### config.mk
export PLATFORM = sky130hd
export DESIGN_NAME = edge_detect_multi
export DESIGN_NICKNAME = d
export VERILOG_FILES = /design/src/rtl/edge_detect_multi.sv
export SDC_FILE = /design/constraint.sdc
export NUM_CORES = 1
export LEC_CHECK = 0
export BUFFER_PORTS_ARGS = -buffer_cell sky130_fd_sc_hd__buf_2
export CAP_MARGIN = 20
export CORE_MARGIN = 10
export CORE_UTILIZATION = 49
export DETAILED_ROUTE_END_ITERATION = 7
export GPL_ROUTABILITY_DRIVEN = 0
export PLACE_DENSITY = 0.89
export RECOVER_POWER = 50
export SLEW_MARGIN = 10
export SYNTH_ARGS = -nofsm -noshare
export SYNTH_HDL_FRONTEND = slang
export SYNTH_SLANG_ARGS = --single-unit
### constraint.sdc
create_clock -name clock -period 2.7 [get_ports clock]
set_clock_uncertainty 0.05 [all_clocks]
set_input_delay 0 -clock clock [delete_from_list [all_inputs] [get_ports clock]]
set_output_delay 0 -clock clock [all_outputs]
set_load 0.02 [all_outputs]
### src/rtl/edge_detect_multi.sv
// edge_detect_multi: synchronised multi-channel rise/fall/both edge detector with sticky flags; optional debounce under EDGE_DEBOUNCE_EN
module edge_detect_multi #(
  parameter int WIDTH           = 4,
  parameter int SYNC_STAGES     = 2,
  parameter int DEBOUNCE_CYCLES = 8
) (
  input  logic                 clock,
  input  logic                 reset,
  input  logic [WIDTH-1:0]     in,
  input  logic [2*WIDTH-1:0]   mode,
  input  logic [WIDTH-1:0]     clear,
  output logic [WIDTH-1:0]     out,
  output logic [WIDTH-1:0]     sticky,
  output logic                 any_edge
);
  localparam int WU = SYNC_STAGES + 1;
  localparam int WW = $clog2(WU + 1);
  if (WIDTH < 1 || WIDTH > 32 || SYNC_STAGES < 2 || DEBOUNCE_CYCLES < 1) begin : g_param_check
    $error("edge_detect_multi: illegal parameter value");
  end
  logic [SYNC_STAGES-1:0][WIDTH-1:0] sync;
  logic [WIDTH-1:0] lvl, f, prev, sel, out_next;
  logic [WW-1:0] wu;
  assign lvl = sync[SYNC_STAGES-1];
  always_ff @(posedge clock) begin
    if (reset) sync <= '0;
    else sync <= {sync[SYNC_STAGES-2:0], in};
  end
`ifdef EDGE_DEBOUNCE_EN
  localparam int CW = $clog2(DEBOUNCE_CYCLES + 1);
  logic [WIDTH-1:0][CW-1:0] cnt;
  always_ff @(posedge clock) begin
    if (reset) begin
      f   <= '0;
      cnt <= '0;
    end else begin
      for (int i = 0; i < WIDTH; i++) begin
        if (lvl[i] == f[i]) cnt[i] <= '0;
        else if (cnt[i] == CW'(DEBOUNCE_CYCLES - 1)) begin
          f[i]   <= lvl[i];
          cnt[i] <= '0;
        end else cnt[i] <= cnt[i] + 1'b1;
      end
    end
  end
`else
  assign f = lvl;
`endif
  always_comb begin
    sel = '0;
    for (int i = 0; i < WIDTH; i++)
      sel[i] = (mode[2*i] & f[i] & ~prev[i]) | (mode[2*i+1] & ~f[i] & prev[i]);
  end
  assign out_next = (wu == WW'(WU)) ? sel : '0;
  always_ff @(posedge clock) begin
    if (reset) begin
      prev   <= '0;
      out    <= '0;
      sticky <= '0;
      wu     <= '0;
    end else begin
      prev   <= f;
      out    <= out_next;
      sticky <= (sticky & ~clear) | out_next;
      wu     <= (wu == WW'(WU)) ? wu : wu + 1'b1;
    end
  end
  assign any_edge = |out;
endmodule

Word-level counts from Yosys, hierarchy flattened
Index checks and enable logic that the tools add are counted.
- bits in registers: 22
- input port bits: 18
- output and inout bits: 9
- add/sub/neg operators: 1
- equal/unequal tests: 1
- multiplexer cells: 1
- bitwise logic cells: 31
- reduce and logical (&&, ||, !) cells: 1
- operators by type and width (kind ; number):
    $and A1 B1 Y1 ; 16
    $not A1 Y1 ; 8
    $and A4 B4 Y4 ; 1
    $mux W4 ; 1
    $not A4 Y4 ; 1
    $or A1 B1 Y1 ; 4
    $or A4 B4 Y4 ; 1
    $reduce_or A4 Y1 ; 1
    $add A2 B1 Y2 const B ; 1
    $eq A2 B2 Y1 const B ; 1

Logic depth before layout (Yosys ltp)
- depth after elaboration: 6
- mapped depth: 4

Least setup slack after synthesis
Ideal clock, no wire load.
- kind: reg2out
- start: reg out[1]
- end: out any_edge
- data arrival time: 1001 ps
- required time: 2650 ps
- slack: 1649 ps
- stages on the path, launching flop included: 2
- buffers on the path: 0
- path through: dfxtp_1 > or4_1
- word-level cells in the longest chain between the ends: 1
- RTL lines (item ; line ; RTL):
    start: declaration ; 12 ; output logic [WIDTH-1:0] out,
    start signal: assignment ; 63 ; out <= out_next;
    $reduce_or A4 Y1 ; 68 ; assign any_edge = |out;
    end: declaration ; 14 ; output logic any_edge
Every way passes these cells.

Worst setup path after layout
- start: reg wu[1]
- end: reg out[2]
- word-level cells in the longest chain between the ends: 2
- RTL lines (item ; line ; RTL):
    start: declaration ; 23 ; logic [WW-1:0] wu;
    start signal: assignment ; 65 ; wu <= (wu == WW'(WU)) ? wu : wu + 1'b1;
    $eq A2 B2 Y1 ; 54 ; assign out_next = (wu == WW'(WU)) ? sel : '0;
    $mux W4 ; 54 ;
Every way passes these cells.
A chain may end at the register's enable or synchronous reset.

==> impl_metrics.toml <==
[clock_tree]
clockBufferDepth = 2
clk_latency_ns = 0.29
post_cts_resized = 0
cts_buffers = 3
clk_pin_slew_worst_paths_ns = 0.11
ctsHtreeMaxLevel = 1
cts.root.buffer_cell = "sky130_fd_sc_hd__clkbuf_4"
clock-sinks = 22
tritoncts = "done"

[cells_and_area]
design.final.nets = 130
post_route_cells_drive_above_1_share_pct = 25.9
filler_cell_count = 98
antenna_cells_inserted = 0
layout-area-overhead-vs-synth_pct = 41.9

[floorplanning]
overall_die_width_um = 59.0
boundaryPins = 27
start_util_pct = 50.8
rows = 14
core-area_um2 = 1470
die_area_um2 = 3490
die_y_um = 59.0

[global_routing]
globalRoute.totalOverflow = 0
grt_max_degree = 21
number_of_global_route_vias_before_repair = 640
groute.usage.overall_pct = 9.98
first_pass_grt_wire_length_um = 2730
grt_antenna_before_repair = 0

[worst_setup_path]
crit_path_start = "wu[1]"
worst_path_dominant_cell_family = "buffers and inverters"
cp.required_ns = 2.89
worst_setup_path_endpoint = "out[2]"
ff2ff_path_depth = 4
timing.critical_path.buf_inv = 1
slowest_delay_ns = 0.57
worst-r2r-setup-slack_ns = 1.14
critical_path_depth = 4
r2r_start = "wu[1]"
timing_worst_setup_path_type = "register to register"
rr_endpoint = "out[2]"
setup.worst_path.start_class = "register"
path_cells = "ha_1 -> nand2b_1 -> a21oi_1 -> dlygate4sd3_1"
cpMaxStageDelayCell = "sky130_fd_sc_hd__dlygate4sd3_1"
category_of_the_worst_setup_path_capture_point = "register"
crit_arrival_ns = 1.75
critPathMaxFanout = 3

[timing]
period_share_pct = 57.7
clock.fmax_mhz = 642
report.final.slew_viol_count = 0
unrepaired_setup_endpoints_after_global_routing = "no"
worst_setup_slack_after_layout_ns = 1.14
final-hold-violation-count = 0
setup_total_negative_slack_ns = 0
max_slew_margin_pct = 77.6
holdWs_ns = 0.0302
setup_viol = 0
tightest_slew_ns = 0.337
layout_min_cycle_time_ns = 1.56

[placed_design]
portbufs = 26
hpwlAfterDp_um = 1090
place_worst_setup_slack_ns = 1.61

[synthesis]
area_fraction_of_the_dominant_cell_type_after_synthesis_pct = 59.0
syn-cell-area_um2 = 747
post_synth.cell_area_avg_um2 = 11.5
postSynthNetCount = 85
post_synth_num_cell_types = 15
seq_area_frac_synth_pct = 59.0
flops_latches_synth = 22
synth.top_cells.by_area = "sky130_fd_sc_hd__dfxtp_1, sky130_fd_sc_hd__nor2b_1, sky130_fd_sc_hd__nand3b_1"
synth_top_cell_by_area = "sky130_fd_sc_hd__dfxtp_1"
post_synth_inst_count = 65
count_of_warnings_emitted_by_yosys = 0

[route]
avgRoutedWirePerCell_um = 13.7
drt-initial-drc-count = 4
postRouteAntennaNets = 0
routed-via-count = 600
detail_route.first_pass.iterations = 4
drc = 0
viasPerCell = 4.84
final_routed_wirelength_across_all_metal_layers_um = 1700

[power]
power.leakage_nw = 0.510
p_per_area_nw_per_um2 = 523
peakVddDrop_uv = 329

[job]
drv.max_cap_violation_count = 0

[outcome]
run_status = "finished clean"

[hold_path]
hold_path_class = "input pin to register"
cells by family (layout without fill, tap and decap cells):
| family | count (synthesis) | after routing | synth area share (%) |
|---|---|---|---|
| compound gates | 8 | 8 | 8.21 |
| xor+xnor | 1 | 1 | 1.17 |
| fa+ha+maj | 2 | 2 | 3.35 |
| buf+inv | 2 | 45 | 2.18 |
| flops | 22 | 22 | 59.0 |
| mux | 1 | 1 | 1.34 |
| simple gates | 29 | 29 | 24.8 |
cells in the final DEF (no fill, tap or decap), drive strengths merged:
cell / count
dfxtp: 22
dlygate4sd3: 16
ha: 2
buf: 23
a21o: 4
nand2b: 2
nor2: 6
or4: 1
nand3b: 8
mux2i: 1
a21oi: 4
clkbuf: 6
xor2: 1
nor2b: 12
what timing repair did:
| item | CTS | global route |
|---|---|---|
| hold endpoints to repair | 12 | 0 |
| hold buffers | 16 | 0 |
| buffers inserted | 0 | 0 |
synthesized netlist by cell type:
cell	number
sky130_fd_sc_hd__buf_2	1
sky130_fd_sc_hd__mux2i_1	1
sky130_fd_sc_hd__dfxtp_1	22
sky130_fd_sc_hd__nand2b_4	1
sky130_fd_sc_hd__nor2b_1	12
sky130_fd_sc_hd__a21oi_1	3
sky130_fd_sc_hd__nand2b_1	1
sky130_fd_sc_hd__or4_1	1
sky130_fd_sc_hd__xor2_1	1
sky130_fd_sc_hd__a21o_1	4
sky130_fd_sc_hd__a21oi_4	1
sky130_fd_sc_hd__nand3b_1	8
sky130_fd_sc_hd__ha_1	2
sky130_fd_sc_hd__nor2_1	6
sky130_fd_sc_hd__buf_6	1
where the power goes:
| part | switching [W] | internal (W) |
|---|---|---|
| Combinational | 0.0000274 | 0.0000393 |
| Clock | 0.0000859 | 0.0000518 |
| Sequential | 0.0000101 | 0.000339 |
| Total | 0.000123 | 0.000431 |
metrics by stage:
stage	std cells	utilization [%]	total power, W	area, µm²
2_1_floorplan	65	-	0.000389	747
3_3_place_gp	105	59.9	0.000403	881
3_5_place_dp	105	59.9	0.000409	881
4_1_cts	124	72.3	0.000558	1060
5_1_grt	124	72.0	0.000580	1060
6_report	124	72.0	0.000554	1060
worst min-delay path by stage:
stage	from	end	slack [ns]	depth (start not counted)
after floorplan	in[3]	sync[3]	0.08	1
after global placement	in[2]	sync[2]	0.16	2
after detailed placement	in[0]	sync[0]	0.16	2
after CTS	reset	sync[0]	0.04	2
after global routing	reset	f[3]	0.04	2
final	reset	sync[0]	0.03	2
state kept, by name, summed over array words and instances (netlist names):
signal  flops
prev        4
f           4
sync        4
sticky      4
out         4
wu          2
final cells by class:
class	instances	area [µm²]	share of cell area, %
timing repair buffer	42	287	27.0
tap	16	20.0	1.89
sequential	22	440	41.6
multi-input combinational	41	290	27.4
clock buffer	3	22.5	2.13
routing by layer:
layer,wire (µm),global-route usage [%],vias up
met5,0,0,-
met4,6,3.93,0
met3,146,4.51,2
met2,902,18.6,19
met1,643,9.08,278
li1,-,-,301
(Power assumes the default switching activity.)
